File: src/rtl/johnson_pkg.sv
// johnson_pkg: shared state encoding, direction codes and default sizes for johnson_step_ctrl (optional JSC_PRESCALE_EN)
package johnson_pkg;
    typedef enum logic [1:0] {IDLE, RUN, DONE} state_t;
    localparam logic FWD = 1'b0;
    localparam logic REV = 1'b1;
    localparam int WIDTH_DEF = 4;
    localparam int CNT_W_DEF = 8;
    localparam int DIV_W_DEF = 4;
endpackage

File: src/rtl/johnson_shift.sv
// johnson_shift: Johnson register stepping forward or backward one state per enabled edge
module johnson_shift
    import johnson_pkg::*;
#(
    parameter int WIDTH = WIDTH_DEF
) (
    input  logic             clk,
    input  logic             reset,
    input  logic             en,
    input  logic             dir,
    output logic [WIDTH-1:0] count
);
    logic [WIDTH-1:0] count_q, count_d;
    always_comb begin
        count_d = !en ? count_q
                : dir == REV ? {count_q[WIDTH-2:0], ~count_q[WIDTH-1]}
                : {~count_q[0], count_q[WIDTH-1:1]};
    end
    always_ff @(posedge clk) begin
        if (reset) count_q <= '0;
        else count_q <= count_d;
    end
    assign count = count_q;
endmodule

File: src/rtl/johnson_step_ctrl.sv
// johnson_step_ctrl: command-driven Johnson counter sequencer; JSC_PRESCALE_EN builds the step prescaler
module johnson_step_ctrl
    import johnson_pkg::*;
#(
    parameter int WIDTH = WIDTH_DEF,
    parameter int CNT_W = CNT_W_DEF,
    parameter int DIV_W = DIV_W_DEF
) (
    input  logic             clk,
    input  logic             reset,
    input  logic             cmd_valid,
    output logic             cmd_ready,
    input  logic [CNT_W-1:0] cmd_steps,
    input  logic             cmd_dir,
    input  logic [DIV_W-1:0] cmd_div,
    input  logic             abort,
    output logic [WIDTH-1:0] count,
    output logic             busy,
    output logic [CNT_W-1:0] remaining,
    output logic             done,
    output logic             aborted
);
    state_t state_q, state_d;
    logic [CNT_W-1:0] rem_q, rem_d;
    logic done_q, done_d, aborted_q, aborted_d, dir_q, dir_d, step_due, step;
`ifdef JSC_PRESCALE_EN
    logic [DIV_W-1:0] tick_q, tick_d, div_q, div_d;
    assign step_due = tick_q == div_q;
    always_comb begin
        tick_d = tick_q;
        div_d = div_q;
        if (state_q == IDLE && cmd_valid) begin
            tick_d = '0;
            div_d = cmd_div;
        end else if (state_q == RUN && !abort) begin
            tick_d = step_due ? '0 : tick_q + 1'b1;
        end
    end
    always_ff @(posedge clk) begin
        if (reset) begin
            tick_q <= '0;
            div_q <= '0;
        end else begin
            tick_q <= tick_d;
            div_q <= div_d;
        end
    end
`else
    logic unused_div;
    assign unused_div = ^cmd_div;
    assign step_due = 1'b1;
`endif
    // abort wins over a due step so the code freezes on the abort edge
    assign step = state_q == RUN && !abort && step_due;
    always_comb begin
        state_d = state_q;
        rem_d = rem_q;
        aborted_d = aborted_q;
        dir_d = dir_q;
        case (state_q)
            IDLE: if (cmd_valid) begin
                dir_d = cmd_dir;
                rem_d = cmd_steps;
                aborted_d = 1'b0;
                state_d = cmd_steps == '0 ? DONE : RUN;
            end
            RUN: if (abort) begin
                state_d = DONE;
                aborted_d = 1'b1;
            end else if (step_due) begin
                rem_d = rem_q - 1'b1;
                state_d = rem_q == CNT_W'(1) ? DONE : RUN;
            end
            default: state_d = IDLE;
        endcase
        done_d = state_d == DONE;
    end
    always_ff @(posedge clk) begin
        if (reset) begin
            state_q <= IDLE;
            rem_q <= '0;
            done_q <= 1'b0;
            aborted_q <= 1'b0;
            dir_q <= FWD;
        end else begin
            state_q <= state_d;
            rem_q <= rem_d;
            done_q <= done_d;
            aborted_q <= aborted_d;
            dir_q <= dir_d;
        end
    end
    johnson_shift #(.WIDTH(WIDTH)) u_shift (
        .clk(clk),
        .reset(reset),
        .en(step),
        .dir(dir_q),
        .count(count)
    );
    assign cmd_ready = state_q == IDLE;
    assign busy = state_q == RUN;
    assign remaining = rem_q;
    assign done = done_q;
    assign aborted = aborted_q;
endmodule
File: config.mk
export PLATFORM = sky130hd
export DESIGN_NAME = johnson_step_ctrl
export DESIGN_NICKNAME = d
export VERILOG_FILES = /design/src/rtl/johnson_pkg.sv /design/src/rtl/johnson_shift.sv /design/src/rtl/johnson_step_ctrl.sv
export SDC_FILE = /design/constraint.sdc
export NUM_CORES = 1
export LEC_CHECK = 0
export CAP_MARGIN = 20
export CORE_MARGIN = 2
export CORE_UTILIZATION = 40
export DETAILED_ROUTE_END_ITERATION = 10
export GPL_ROUTABILITY_DRIVEN = 0
export PLACE_DENSITY = 0.72
export SLEW_MARGIN = 10
export SYNTH_ARGS = -nofsm -noshare
export SYNTH_HDL_FRONTEND = slang
export SYNTH_SLANG_ARGS = --single-unit
File: constraint.sdc
create_clock -name clk -period 1.84 [get_ports clk]
set_input_delay 0.184 -clock clk [delete_from_list [all_inputs] [get_ports clk]]
set_output_delay 0.184 -clock clk [all_outputs]
set_load 0.02 [all_outputs]
==> flow_summary.yaml <==
outcome:
  outcome: "finished clean"
die:
  start_util: 0.4112
  design.core.area_um2: 2410
  die_h_um: 53.78
  num_io_pins: 33
  rows: 18
  dieWidth_um: 53.78
  dieArea_um2: 2892
routing:
  wl_mm: 2.457
  drt_iter0_drc: 6
  wl_met2_mm: 1.209
  highest_layer: "met4"
  vias: 985
  viasPerCell: 5.412
  wl_per_cell_um: 13.50
  drc: 0
  drt_first_pass_iters: 4
  dr_wl_met3_um: 142
  ant_nets: 0
  m1WireLength_mm: 1.079
cells_and_area:
  nets: 172
  multiInputGateArea_um2: 580.6
  fillers: 222
  seqCellArea_um2: 340.3
  synthToLayoutAreaGrowth_pct: 34.22
  drive_gt1_frac: 0.1382
  final_cell_mix: "clkdlybuf4s50_1, dfxtp_1, a21oi_1"
  final_common_cell: "clkdlybuf4s50_1"
  n_antenna_cell: 0
  final_core_util: 0.5519
sta:
  min_period_ps: 1729
  tns_ps: 0
  slew_headroom: 0.6678
  holdWs_ps: 448.9
  tightest_slew_ps: 493.7
  drv_slew: 0
  layout_setup_ws_ps: 111.0
  rsz0062_at_grt: "false"
  fmax_mhz: 578.4
  layout_worst_path_cycle_share: 0.9396
  hold_viol: 0
  setup-violations-final: 0
  finClkSkew_ps: 1.093
yosys:
  synth_seq_cells: 17
  synthTopCellsByArea: "dfxtp_1, a21oi_1, nor2_1, nand2_1, o21ai_0"
  synth_top_cell_by_area: "dfxtp_1"
  synth_top_area_share: 0.3434
  netlist_area_um2: 991.0
  synthFlopType: "dfxtp_1"
  synthCells: 120
  avgSynthCellArea_um2: 8.258
  ys_warn_count: 0
  ys_seq_area_frac: 0.3434
  synth_nets: 139
  yosysUniqueCellTypes: 40
  synth_edf_count: 0
  async_flop_share: 0
cts:
  hold_buffers: 0
  cts_made_buffers: 3
  clock_latency_ps: 290
  cts_setup_buffers: 0
  cts_buffer_depth: 2
  cts_tree: "done"
  htree_levels: 1
  cts-root-buf: "clkbuf_4"
  cts-resized-gates: 1
  clkSlewWorstSetupHoldPaths_ps: 100
  clkSinkCount: 17
grt:
  first_global_vias: 921
  grt_pass1_wl_mm: 3.953
  grt_use_total: 0.1878
  grt_max_degree: 15
  antenna_found_initial: 0
  overflow: 0
placement:
  dp.final_hpwl_mm: 1.890
  pre_cts_ws_ps: 183.0
  portBuffers: 28
setup_path:
  crit_required_ps: 1660
  setup.worst_path.end_class: "output port"
  worstPathCellList: "nor2_1 > clkdlybuf4s50_1"
  crit_path_max_fanout: 8
  critPathBufInv: 1
  rrSetupSlack_ps: 160
  path_class: "flop to output port"
  slowest_delay_ps: 640
  critPathSlowestCell: "clkdlybuf4s50_1"
  crit_family: "buffers and inverters"
  critPathArrivalTime_ps: 1540
  cp-start-kind: "flop"
flow_run:
  max-cap-violations: 0
power_and_ir_drop:
  power_leakage_nw: 0.4794
  finalPower_mw: 1.024
  p_per_area_nw_per_um2: 770.0
  irDropWorstVdd_mv: 0.4212
worst_hold_path:
  hold_path.class: "input pin to flop"
==> worst reg2reg max path, stage by stage, from the launching register on <==
cell and delay [ps]:
dfxtp_1 320, inv_1 110, ha_1 200, or3b_4 400, or3_1 310, a21oi_1 150, o32ai_1 80
==> path summary, 6_finish.rpt <==
path,from,end,cells past startpoint
setup / recovery,state_q[1],cmd_ready,2
hold / removal,cmd_dir,dir_q,3
setup reg to reg,remaining[0],remaining[6],6
hold reg to reg,aborted,aborted,2
==> cell families after synthesis <==
logic type	share of synthesized area
and+or+nand+nor	0.2778
adders and majority gates	0.02525
buffers and inverters	0.07070
muxes	0.04167
DFF	0.3434
AOI/OAI and AO/OA	0.2412
==> registers in the layout (all words and copies together), names as in the netlist <==
register / count
aborted: 1
remaining: 8
u_shift.count: 4
state_q: 2
done: 1
dir_q: 1
==> metal layers <==
metal,track usage,vias up
li1,-,492
met1,0.2218,458
met2,0.3272,32
met3,0.03889,3
met4,0.07692,0
met5,0,-
==> Yosys cell counts, types with 2 or more instances <==
cell type,number
a211oi_1,4
a21oi_1,14
and2_1,2
buf_6,3
dfxtp_1,17
ha_1,2
inv_1,6
mux2i_1,3
nand2_1,10
nand2b_1,4
nand3_1,3
nor2_1,11
nor3_1,5
nor4_1,2
o21ai_0,7
o21ai_1,3
==> cell type report <==
class                           instances  area share
Tap cell                               30     0.02822
Inverter                                7     0.02164
Timing Repair Buffer                   33      0.2380
Sequential cell                        17      0.2559
Multi-Input combinational cell         91      0.4365
Clock buffer                            4     0.01976
==> power breakdown <==
part | internal [mW] | switching [mW] | total, mW
Combinational | 0.189 | 0.188 | 0.376
Sequential | 0.401 | 0.0433 | 0.445
Clock | 0.0844 | 0.119 | 0.203
==> through the flow <==
stage | std cells | instance area (um2)
2_1_floorplan | 120 | 991.0
3_3_place_gp | 178 | 1305
3_5_place_dp | 178 | 1305
4_1_cts | 182 | 1330
5_1_grt | 182 | 1330
6_report | 182 | 1330
Power figures use the tool's default switching activity.
